`config.mk`:
```
export PLATFORM = sky130hd
export DESIGN_NAME = vape_metadata_regs
export DESIGN_NICKNAME = d
export VERILOG_FILES = /design/src/rtl/vape_pkg.sv /design/src/rtl/vape_range_chk.sv /design/src/rtl/vape_metadata_regs.sv
export SDC_FILE = /design/constraint.sdc
export NUM_CORES = 1
export LEC_CHECK = 0
export CORE_ASPECT_RATIO = 0.7
export CORE_MARGIN = 2
export CORE_UTILIZATION = 47
export CTS_CLUSTER_SIZE = 12
export DETAILED_ROUTE_END_ITERATION = 10
export PLACE_DENSITY = 0.81
export SETUP_SLACK_MARGIN = 0.5
export SLEW_MARGIN = 15
export SYNTH_ARGS = -nofsm -noshare
export SYNTH_HDL_FRONTEND = slang
export SYNTH_HIERARCHICAL = 1
export SYNTH_SLANG_ARGS = --single-unit
```
`constraint.sdc`:
```
create_clock -name clk -period 3 [get_ports clk]
set_input_delay 0.6 -clock clk [delete_from_list [all_inputs] [get_ports clk]]
set_output_delay 0.6 -clock clk [all_outputs]
set_load 0.02 [all_outputs]
```
`src/rtl/vape_pkg.sv`:
```
// Shared encodings for the VAPE metadata register block: FSM states,
// word offsets within the block and EXEC register bit positions.
package vape_pkg;

  typedef enum logic [1:0] {
    VAPE_IDLE = 2'd0,
    VAPE_RUN  = 2'd1,
    VAPE_DONE = 2'd2
  } vape_state_e;

  localparam logic [3:0] OFF_ER_MIN = 4'h0;
  localparam logic [3:0] OFF_ER_MAX = 4'h2;
  localparam logic [3:0] OFF_OR_MIN = 4'h4;
  localparam logic [3:0] OFF_OR_MAX = 4'h6;
  localparam logic [3:0] OFF_EXEC   = 4'h8;

  localparam int unsigned EXEC_BIT_FLAG = 0;
  localparam int unsigned EXEC_BIT_LOCK = 1;

endpackage

```
`src/rtl/vape_range_chk.sv`:
```
// Combinational inclusive range comparator: in_range_o = lo_i <= x_i <= hi_i.
module vape_range_chk #(
  parameter int unsigned Width = 16
) (
  input  logic [Width-1:0] lo_i,
  input  logic [Width-1:0] hi_i,
  input  logic [Width-1:0] x_i,
  output logic             in_range_o
);

  assign in_range_o = (x_i >= lo_i) && (x_i <= hi_i);

endmodule

```
`src/rtl/vape_metadata_regs.sv`:
```
// ER/OR bound registers for the output-protection monitor, locked while the
// executable region runs, with a sticky EXEC flag set on a clean ER exit.
module vape_metadata_regs
  import vape_pkg::*;
#(
  parameter logic [15:0] META_BASE     = 16'h0140,
  parameter logic [15:0] RESET_HANDLER = 16'h0000
) (
  input  logic        clk,
  input  logic        rst,
  input  logic [15:0] pc,
  input  logic [15:0] data_addr,
  input  logic        data_en,
  input  logic        data_wr,
  input  logic [15:0] data_wdata,
  output logic [15:0] data_rdata,
  input  logic [15:0] dma_addr,
  input  logic        dma_en,
  input  logic        exec_in,
  output logic [15:0] ER_min,
  output logic [15:0] ER_max,
  output logic [15:0] OR_min,
  output logic [15:0] OR_max,
  output logic        exec_flag,
  output logic        meta_lock,
  output logic        meta_viol
);

  localparam logic [15:0] BlkHi = META_BASE + 16'd9;

  vape_state_e state_q;
  logic [15:0] er_min_q, er_max_q, or_min_q, or_max_q;
  logic [15:0] rdata_q;
  logic        exec_flag_q;
  logic        meta_viol_q;

  logic        cpu_hit, dma_hit, in_er;
  logic [3:0]  cpu_off;
  logic        wr_cpu, wr_exec, wr_bound, rd_cpu;
  logic        illegal, cfg_ok;
  logic [15:0] rd_val;

  vape_range_chk #(.Width(16)) u_cpu_hit (
    .lo_i       (META_BASE),
    .hi_i       (BlkHi),
    .x_i        (data_addr),
    .in_range_o (cpu_hit)
  );

  vape_range_chk #(.Width(16)) u_dma_hit (
    .lo_i       (META_BASE),
    .hi_i       (BlkHi),
    .x_i        (dma_addr),
    .in_range_o (dma_hit)
  );

  vape_range_chk #(.Width(16)) u_in_er (
    .lo_i       (er_min_q),
    .hi_i       (er_max_q),
    .x_i        (pc),
    .in_range_o (in_er)
  );

  // Word offset within the block; the address LSB is dropped.
  assign cpu_off = 4'((data_addr - META_BASE) & 16'h000E);

  always_comb begin
    wr_cpu   = data_en && data_wr && cpu_hit;
    rd_cpu   = data_en && !data_wr;
    wr_exec  = wr_cpu && (cpu_off == OFF_EXEC);
    wr_bound = wr_cpu && !wr_exec;
    illegal  = (wr_bound && (state_q != VAPE_IDLE)) || wr_exec || (dma_en && dma_hit);
    cfg_ok   = (er_min_q < er_max_q) && (or_min_q < or_max_q);
  end

  always_comb begin
    rd_val = 16'h0000;
    if (cpu_hit) begin
      case (cpu_off)
        OFF_ER_MIN: rd_val = er_min_q;
        OFF_ER_MAX: rd_val = er_max_q;
        OFF_OR_MIN: rd_val = or_min_q;
        OFF_OR_MAX: rd_val = or_max_q;
        OFF_EXEC: begin
          rd_val[EXEC_BIT_FLAG] = exec_flag_q;
          rd_val[EXEC_BIT_LOCK] = (state_q != VAPE_IDLE);
        end
        default: rd_val = 16'h0000;
      endcase
    end
  end

  always_ff @(posedge clk) begin
    if (rst) begin
      state_q     <= VAPE_IDLE;
      er_min_q    <= 16'h0000;
      er_max_q    <= 16'h0000;
      or_min_q    <= 16'h0000;
      or_max_q    <= 16'h0000;
      rdata_q     <= 16'h0000;
      exec_flag_q <= 1'b0;
      meta_viol_q <= 1'b0;
    end else begin
      meta_viol_q <= 1'b0;
      if (rd_cpu) begin
        rdata_q <= rd_val;
      end
      if (pc == RESET_HANDLER) begin
        state_q     <= VAPE_IDLE;
        exec_flag_q <= 1'b0;
      end else if (illegal) begin
        meta_viol_q <= 1'b1;
        state_q     <= VAPE_IDLE;
        exec_flag_q <= 1'b0;
      end else begin
        unique case (state_q)
          VAPE_IDLE: begin
            // A legal write defers RUN entry so the new ER_min is used next cycle.
            if (wr_bound) begin
              case (cpu_off)
                OFF_ER_MIN: er_min_q <= data_wdata;
                OFF_ER_MAX: er_max_q <= data_wdata;
                OFF_OR_MIN: or_min_q <= data_wdata;
                OFF_OR_MAX: or_max_q <= data_wdata;
                default: ;
              endcase
            end else if ((pc == er_min_q) && cfg_ok) begin
              state_q <= VAPE_RUN;
            end
          end
          VAPE_RUN: begin
            if (!exec_in || !in_er) begin
              state_q <= VAPE_IDLE;
            end else if (pc == er_max_q) begin
              state_q     <= VAPE_DONE;
              exec_flag_q <= 1'b1;
            end
          end
          VAPE_DONE: begin
            if (!exec_in) begin
              state_q     <= VAPE_IDLE;
              exec_flag_q <= 1'b0;
            end else if (pc == er_min_q) begin
              state_q     <= VAPE_RUN;
              exec_flag_q <= 1'b0;
            end
          end
          default: begin
            state_q     <= VAPE_IDLE;
            exec_flag_q <= 1'b0;
          end
        endcase
      end
    end
  end

  assign ER_min     = er_min_q;
  assign ER_max     = er_max_q;
  assign OR_min     = or_min_q;
  assign OR_max     = or_max_q;
  assign data_rdata = rdata_q;
  assign exec_flag  = exec_flag_q;
  assign meta_viol  = meta_viol_q;
  assign meta_lock  = (state_q != VAPE_IDLE);

endmodule

```
# Word level (Yosys, flattened, before mapping)
# Index checks and enable logic that the tools add are counted.
# op_classes
add_sub_neg,1
magnitude_cmp,8
n_eq_ne,14
n_mux,16
bitwise_logic,3
n_reduce_logical,31
# op_table
op,n
one-hot mux 14 bit (4 select lines),1
== test 16 bit,2
">= comparator 16 x 9 -> 1 bit, second input constant",2
"less-or-equal comparator 16 x 9 -> 1 bit, second input constant",2
less-than comparator 16 bit,2
AND reduction 5 bit,4
>= comparator 16 bit,1
less-or-equal comparator 16 bit,1
logical NOT 16 bit,1
two-way mux 16 bit,1
logical AND 1 bit,12
two-way mux 2 bit,6
one-hot mux 2 bit (5 select lines),1
"inequality test 2 bit, second input constant",4
AND reduction 4 bit,2
"== test 3 x 2 -> 1 bit, second input constant",2
"inequality test 3 bit, second input constant",2
one-hot mux 2 bit (3 select lines),1
two-way mux 1 bit,5
logical NOT 1 bit,4
logical NOT 4 bit,1
"subtractor 4 x 1 -> 4 bit, second input constant",1
"== test 3 x 1 -> 1 bit, second input constant",1
"== test 3 bit, second input constant",1
other kinds (9),13
# totals
regBits,84
output_inout_bits,83
elab_cells,81

# Logic depth before layout (Yosys ltp)
# Gate-level depths: netlist (run 1).
# logic_depth
ltp_word,11
ltp_mapped,16
mapped_depth_nobuf,13

# By module
# The synthesis (run 1) kept the hierarchy.
# modules_own_cells
module,n_inst,cells_each,area_per_inst_um2,seq_area_each_um2
vape_metadata_regs,1,479,4629.4,1681.6
vape_range_chk,3,110,807.0,0.0

# Least setup slack after synthesis (run 1)
# No wires, ideal clock.
# synth_path
path_kind,input-to-reg
start,in data_addr[5]
end,reg er_max_q[10] (netlist: ER_max[10])
arrival_ps,2824
t_required_ps,2872
slack_ps,48
path_stages,15
n_path_buf,3
cell_sequence,ha_1 nand2_1 nor3_1 a21oi_1 nor4_1 o32a_1 nand3_1 a211oi_2 and4_1 buf_4 nand3b_2 buf_6 buf_6 mux2i_1 nor2_1
# synth_between
elab_chain_len,11
# synth_lines
element,line,source
start: declaration,vape_metadata_regs.sv:12,"input logic [15:0] data_addr,"
>= comparator 16 x 9 -> 1 bit or less-or-equal comparator 16 x 9 -> 1 bit (tied branches),vape_range_chk.sv:11,assign in_range_o = (x_i >= lo_i) && (x_i <= hi_i);
logical AND 1 bit *,vape_range_chk.sv:11,
named net cpu_hit,vape_metadata_regs.sv:37,"logic cpu_hit, dma_hit, in_er;"
logical AND 1 bit *,vape_metadata_regs.sv:68,wr_cpu = data_en && data_wr && cpu_hit;
logical AND 1 bit,vape_metadata_regs.sv:70,wr_exec = wr_cpu && (cpu_off == OFF_EXEC);
logical NOT 1 bit,vape_metadata_regs.sv:71,wr_bound = wr_cpu && !wr_exec;
logical AND 1 bit,vape_metadata_regs.sv:71,
logical AND 1 bit,vape_metadata_regs.sv:72,illegal = (wr_bound && (state_q != VAPE_IDLE)) || wr_exec || (dma_en && dma_hit);
logical OR 1 bit (2 in series),vape_metadata_regs.sv:72,
NOT 1 bit (no source line),--,
AND reduction 5 bit (no source line) *,--,
end signal: assignment,vape_metadata_regs.sv:122,OFF_ER_MAX: er_max_q <= data_wdata;
end: declaration,vape_metadata_regs.sv:32,"logic [15:0] er_min_q, er_max_q, or_min_q, or_max_q;"
# The timed path passes the listed nets; every way through them passes the cells marked *.
# A chain may end at the register's enable or synchronous reset.

# Worst setup path after layout (run 1)
# layout_path
start,in data_addr[2]
end,reg or_min_q[2] (netlist: OR_min[2])
# layout_between
elab_chain_len,11
# layout_lines
element,line,source
>= comparator 16 x 9 -> 1 bit or less-or-equal comparator 16 x 9 -> 1 bit (tied branches),vape_range_chk.sv:11,
logical AND 1 bit *,vape_range_chk.sv:11,
named net cpu_hit,vape_metadata_regs.sv:37,
logical AND 1 bit *,vape_metadata_regs.sv:68,
logical AND 1 bit,vape_metadata_regs.sv:70,
logical NOT 1 bit,vape_metadata_regs.sv:71,
logical AND 1 bit,vape_metadata_regs.sv:71,
logical AND 1 bit,vape_metadata_regs.sv:72,
logical OR 1 bit (2 in series),vape_metadata_regs.sv:72,
NOT 1 bit (no source line),--,
AND reduction 5 bit (no source line) *,--,
end signal: assignment,vape_metadata_regs.sv:123,OFF_OR_MIN: or_min_q <= data_wdata;
end: declaration,vape_metadata_regs.sv:32,
# Marks and branches as above.

==> results.md, run 1 <==
- Crit path required time: approximately 3.2 ns
- CP max stage delay: 0.26 ns
- Die Span X: 150.4 um
- Overall power: ~3.1 mW
- Clock Skew: around 0.009 ns
- Hold buffers post-CTS: 0
- DR vias: around 7200
- Fill count: 975
- Largest net degree at the start of global routing: 67
- # rows: 37
- Layout cell share with drive strength beyond 1: 21.74%
- Max H-tree Level: 3
- Crit path DAT: 3.19 ns
- Slew headroom: 59.51%
- Slowest stage cell, crit path: ha_4
- Input/output buffers: between 150 and 200
- Post-synth EDFFs: 0
- Top Ports: 153
- Synth cell types: 51
- GRT overflow: 0
- Routability cong.: 0.9405
- CTS tree: yes
- DRT antenna net count: 0
- DPL Wire Length: 16600 um
- Lkg Pwr: 4.676 nW
- Setup CP Type: primary input to flop
- Sequential fraction of the synthesis area: 23.85%
- Tcrit/Tclk final: 98.76%
- Fraction of registers with async set/reset: 0%
- Final max-slew violation count: 0
- Final Critical Period: 2.963 ns
- Worst hold path type: flop to flop
- Most used cell, CP: buf_6
- Antenna violations before repair: 1
- Top_reg_cell synth: dfxtp_1
- Met3 wire length: 2192 um
- Peak VDD IR: around 280 uV
- Yosys reg bits: 84
- Post-synth design cell area: 0.007051 mm^2
- Clock root buffer master: clkbuf_16
- Count of final setup violators: 0
- GRT Overall Usage: between 20% and 30%
- Final #Nets: between 1000 and 1500
- Die area: 0.01601 mm^2
- Total wire length: between 20000 and 30000 um
- Area grow syn2layout: 53.52%
- Startpoint Class: primary input
- Status: finished clean
- Vias in the first global route: 6980
- Yosys warnings: 6
- Max-Cap Viols: 0
- Syn Inst Count: 809
- Cts bufs inserted: 9
- RSZ-0062 raised after global routing: true
- Highest Signal Layer: met4
- WL/cell: between 15 and 20 um
- Met2 wire length: 11680 um
- Vias per inst: 5.626
- Peak fanout along the critical path: 4
- Final hold violation count: 0
- Worst-path clk slew: 0.06 ns
- 1st-pass router iterations: 5
- Setup WS post-layout: between 0.03 and 0.04 ns
- Max Root-Sink Buffers: 2
- Sink Count: 84
- Die Ht: ~110 um
- Synthesized area per cell: 8.715 um^2
- Initial core utilization: 48.04%
- Area of the core: 0.01468 mm^2
- Power per cell area: approximately 290 mW/mm^2
- First-pass GRT wire length: 35740 um
- Hold Slack: 0.5353 ns
- Clock Latency Late Sink: 0.35 ns
- CP cell instances: buf_4, ha_4, o21ai_2, o21ai_1, a21oi_2, nor4_4, o32a_1, nand3_2, a211oi_2, and4_1, buf_6, nand3b_4, buf_6, mux2i_1, nor2_1
- Metal-1 WL: ~11000 um
- Critical Path End Type: flop
- DRT iter0 DRCs: 533
- Remaining DRCs: 0
- Place WS: -0.6645 ns
- Setup TNS Final: 0 ns
- Maximum clock rate: 337.5 MHz
- Worst-Margin Slew: 0.6019 ns
report_power, final:
part	switching, mW	leakage (nW)	total [mW]	internal [mW]
logic	0.406	3.85	0.785	0.379
registers	0.00655	0.677	1.13	1.12
clock network	0.482	0.150	1.22	0.735
total	0.895	4.68	3.13	2.23
through the flow:
| stage | cells | util (%) | cell area, um^2 |
|---|---|---|---|
| 2_1_floorplan | 871 | - | 7388 |
| 3_3_place_gp | 1244 | 64.19 | 9420 |
| 3_5_place_dp | 1244 | 64.19 | 9420 |
| 4_1_cts | 1268 | 70.36 | 10320 |
| 5_1_grt | 1276 | 73.74 | 10820 |
| 6_report | 1277 | 73.76 | 10820 |
logic make-up (layout without fill, tap and decap cells):
| family | after synthesis | in the layout | synth area share (%) |
|---|---|---|---|
| AO/OA/AOI/OAI | 119 | 119 | 10.81 |
| XOR/XNOR | 32 | 32 | 3.975 |
| adder cells (fa/ha/maj) | 126 | 126 | 22.36 |
| buffers and inverters | 152 | 362 | 8.855 |
| flip-flops | 84 | 84 | 23.85 |
| multiplexers | 81 | 81 | 14.16 |
| other | 2 | 65 | 0.1065 |
| AND/OR/NAND/NOR | 213 | 213 | 15.88 |
cell type report:
class | count | area (um^2) | area share, %
repair buffers | 218 | 2180 | 20.14
diodes | 1 | 2.502 | 0.02312
clock buffers | 11 | 232.7 | 2.150
multi-input cells | 635 | 5918 | 54.68
well taps | 195 | 244.0 | 2.254
flip-flops and latches | 84 | 1682 | 15.54
inverters | 128 | 480.5 | 4.439
clock inverters | 5 | 85.08 | 0.7860
flip-flops by register name, indices dropped and copies added (netlist names):
name and cells:
data_rdata 16, state_q 2, ER_max 16, OR_min 16
ER_min 16, exec_flag 1, meta_viol 1, OR_max 16
synth_stat cells (all sizes together), types with 15 or more instances:
library cell	number	area [um^2]
a21oi	46	230.2
dfxtp	84	1682
ha	126	1577
inv	128	480.5
mux2i	66	660.6
mux4	15	337.8
nand2	30	115.1
nand4	25	246.5
nor2	94	352.8
nor4	17	106.4
o21ai	23	115.1
xnor2	16	140.1
xor2	16	140.1
final timing paths:
path	startpoint	end	slack, ns	cells after the start
worst max-delay path	data_addr[2]	OR_min[2]	0.04	15
worst min register to register	data_rdata[0]	data_rdata[0]	0.54	2
worst max register to register	ER_max[10]	state_q[0]	0.55	11
worst min-delay path	data_rdata[0]	data_rdata[0]	0.54	2
cells in the final DEF, fill, tap and decap left out, types with 13 or more instances in the layout:
| cell | n |
|---|---|
| a21oi_1 | 38 |
| a22oi_2 | 14 |
| buf_4 | 50 |
| buf_6 | 13 |
| clkdlybuf4s50_1 | 112 |
| conb_1 | 64 |
| dfxtp_1 | 84 |
| dlygate4sd2_1 | 13 |
| ha_1 | 80 |
| ha_4 | 46 |
| inv_1 | 125 |
| mux2i_1 | 60 |
| mux4_2 | 15 |
| nand2_1 | 23 |
| nand4_1 | 19 |
| nor2_1 | 91 |
| nor4_1 | 14 |
| o21ai_0 | 14 |
| xnor2_1 | 16 |
| xor2_1 | 16 |
worst max-delay path, delay by kind of cell:
| family | cells | cell delay [ns] |
|---|---|---|
| AO/OA/AOI/OAI | 5 | 0.87 |
| adder cells (fa/ha/maj) | 1 | 0.26 |
| buffers and inverters | 3 | 0.46 |
| multiplexers | 1 | 0.23 |
| AND/OR/NAND/NOR | 5 | 0.74 |
per-layer routing:
metal  GRT usage [%]  up-vias
met4           7.480        0
met2           47.37      376
met1           37.99     3422
met3           5.322       74
li1                -     3312
met5               0        -
repair_timing:
item,CTS,global route
cloned,3,2
setup endpoints to repair,83,81
setup buffers,5,6
pin swaps,71,69
resized for setup,177,81
Note: power is estimated with default switching activity, not from simulation.
==> run 2, diff against run 1 <==
--- a/config.mk
+++ b/config.mk
@@ -11,7 +11,7 @@
 export CTS_CLUSTER_SIZE = 12
 export DETAILED_ROUTE_END_ITERATION = 10
 export PLACE_DENSITY = 0.81
-export SETUP_SLACK_MARGIN = 0.5
+export SETUP_SLACK_MARGIN = 0.15
 export SLEW_MARGIN = 15
 export SYNTH_ARGS = -nofsm -noshare
 export SYNTH_HDL_FRONTEND = slang
==> constraint.sdc (replaced) <==
create_clock -name clk -period 3 [get_ports clk]
set_input_delay 0.75 -clock clk [delete_from_list [all_inputs] [get_ports clk]]
set_output_delay 0.75 -clock clk [all_outputs]
set_load 0.02 [all_outputs]
==> run 2 against run 1 <==
The run now ends with negative setup slack left. Setup slack got worse by 0.037 ns. Global-route usage shrank 0.39 points. Non-clock buffer count rose by 4. Wire length decreased by 3.7%. Die area unchanged. Register-to-register slack better by 0.05 ns. Worst hold slack got worse by 0.055 ns. Highest routed layer unchanged.
==> results.md, run 2 (synthesized netlist as in run 1, its figures left out) <==
- Status: complete, but fails checks
- Failing checks: negative setup slack
- Crit path required time: 3.23 ns (about the same)
- Worst hold path type: flop to flop
- Die area: 0.01601 mm^2 (unchanged)
- Lkg Pwr: 4.662 nW (-0.31%)
- Hold Slack: 0.4803 ns (-0.05501 ns)
- Met2 wire length: 10960 um (-6.2%)
- Area of the core: 0.01468 mm^2 (unchanged)
- CP Buf/Inv Count: 3 (unchanged)
- Vias in the first global route: 7004 (+0.34%)
- Clock Latency Late Sink: 0.34 ns (about the same)
- Die Span X: 150.4 um (unchanged)
- Final max-slew violation count: 0 (unchanged)
- Max-Cap Viols: 0 (unchanged)
- Final core occ: 72.04% (-1.7 points)
- DRT iter0 DRCs: 492 (-7.7%)
- Overall power: 3.099 mW (-0.93%)
- GRT Overall Usage: 28.12% (-0.39 points)
- Count of final setup violators: 0 (unchanged)
- 1st-pass router iterations: 5 (unchanged)
- Remaining DRCs: 0 (unchanged)
- CP cell instances: buf_8, ha_1, o21ai_1, o21ai_1, a21oi_2, nor4_4, o32a_1, nand3_2, a211oi_2, and4_1, buf_6, nand3b_4, buf_6, mux2i_1, nor2_1
- DR vias: 7179 (-0.070%)
- Crit path DAT: 3.23 ns (+0.04 ns)
- Input/output buffers: 152 (unchanged)
- Max H-tree Level: 3 (unchanged)
- Setup TNS Final: 0 ns (unchanged)
- Top Ports: 153 (unchanged)
- Setup CP Type: primary input to flop
- Placed insts: 1252 (+0.64%)
- Finished Layout Cells: 1280 (+0.23%)
- Clock root buffer master: clkbuf_16
- Max Root-Sink Buffers: 2 (unchanged)
- WP depth: 15 (unchanged)
- DRT antenna net count: 0 (unchanged)
- Die Ht: 106.5 um (unchanged)
- CTS tree: yes
- Highest Signal Layer: met4
- Layout cell share with drive strength beyond 1: 20.37% (-1.4 points)
- Delay-heaviest family, CP: compound AO/OA/AOI/OAI gates
- Cts bufs inserted: 9 (unchanged)
- Startpoint Class: primary input
- Final #Nets: 1276 (+0.31%)
- Final Critical Period: 3.000 ns (+0.03730 ns)
- Maximum clock rate: 333.3 MHz (-1.2%)
- DPL Wire Length: 16610 um (about the same)
- Peak VDD IR: 285.1 uV (+0.25%)
- Area grow syn2layout: 49.94%
- Final instance area: 0.01057 mm^2 (-2.3%)
- # rows: 37 (unchanged)
- Met3 wire length: 2452 um (+12%)
- Hold Path Depth: 2 (unchanged)
- First-pass GRT wire length: 35310 um (-1.2%)
- Peak fanout along the critical path: 4 (unchanged)
- Number of diodes: 0 (-1)
- Routability cong.: 0.9305 (-1.1%)
- Clock Skew: 0.009147 ns (+0.0002309 ns)
- Slew headroom: 58.88% (-0.62 points)
- Commonest non-fill, non-tap cell in the layout: inv_1
- Setup WS post-layout: -0.0000002220 ns (-0.03730 ns)
- Antenna violations before repair: 0 (-1)
- Worst-Margin Slew: 0.6012 ns (-0.0006754 ns)
- Commonest non-fill, non-tap cells in the layout: inv_1 (126), clkdlybuf4s50_1 (116), nor2_1 (92)
- CP max stage delay: 0.30 ns (+0.04 ns)
- Metal-1 WL: 10010 um (-4.9%)
- RSZ-0062 raised after global routing: true
- Total wire length: 24190 um (-3.7%)
- Sink Count: 84 (unchanged)
- Final hold violation count: 0 (unchanged)
- DP Area: 0.009500 mm^2 (+0.85%)
- Worst Reg2Reg Path Length in Cells: 11 (unchanged)
- Initial core utilization: 48.04% (unchanged)
- GRT overflow: 0 (unchanged)
- Vias per inst: 5.609 (-0.30%)
- WL/cell: 18.90 um (-3.9%)
- Tcrit/Tclk final: 100.0% (+1.2 points)
- Place WS: -0.7274 ns (-0.06289 ns)
- Worst-path clk slew: 0.06 ns (about the same)
- Largest net degree at the start of global routing: 55 (-18%)
- Critical Path End Type: flop
- Slowest stage cell, crit path: ha_1
- Power per cell area: 293.1 mW/mm^2 (+1.4%)
-- run 2: layer usage --
layer | global-route usage (%) | up-vias
li1 | - | 3326
met1 | 37.78 | 3344
met2 | 45.32 | 436
met3 | 5.451 | 73
met4 | 9.097 | 0
met5 | 0 | -
-- run 2: where the power goes --
part / internal (mW) / switching (mW) / total (mW)
Clock: 0.733 / 0.462 / 1.20
Combinational: 0.377 / 0.401 / 0.777
Sequential: 1.12 / 0.00653 / 1.13
Total: 2.23 / 0.870 / 3.10
-- run 2: layout make-up --
type,instances,area [um^2]
clock buffers,11,232.7
clock inverters,5,83.83
fillers,991,4104
inverters,128,480.5
multi-input cells,635,5739
flip-flops and latches,84,1682
well taps,195,244.0
repair buffers,222,2110
-- run 2: path summary, 6_finish.rpt --
check	endpoint	slack, ns	start
max	ER_max[2]	-0.0000002	data_addr[1]
min	data_rdata[1]	0.48	data_rdata[1]
min reg2reg	data_rdata[1]	0.48	data_rdata[1]
max reg2reg	state_q[1]	0.60	ER_max[5]
-- run 2: timing repair --
item,in CTS,in global routing
gates cloned,0,1
hold buffers,0,0
setup endpoints to repair,80,81
buffers inserted,6,5
pin swaps,45,40
resized for setup,170,64
-- run 2: worst min-delay path, delay by kind of cell, from the launching register on --
kind,cells,cell delay (ns)
simple gates,1,0.06
compound gates,1,0.06
flops,1,0.32
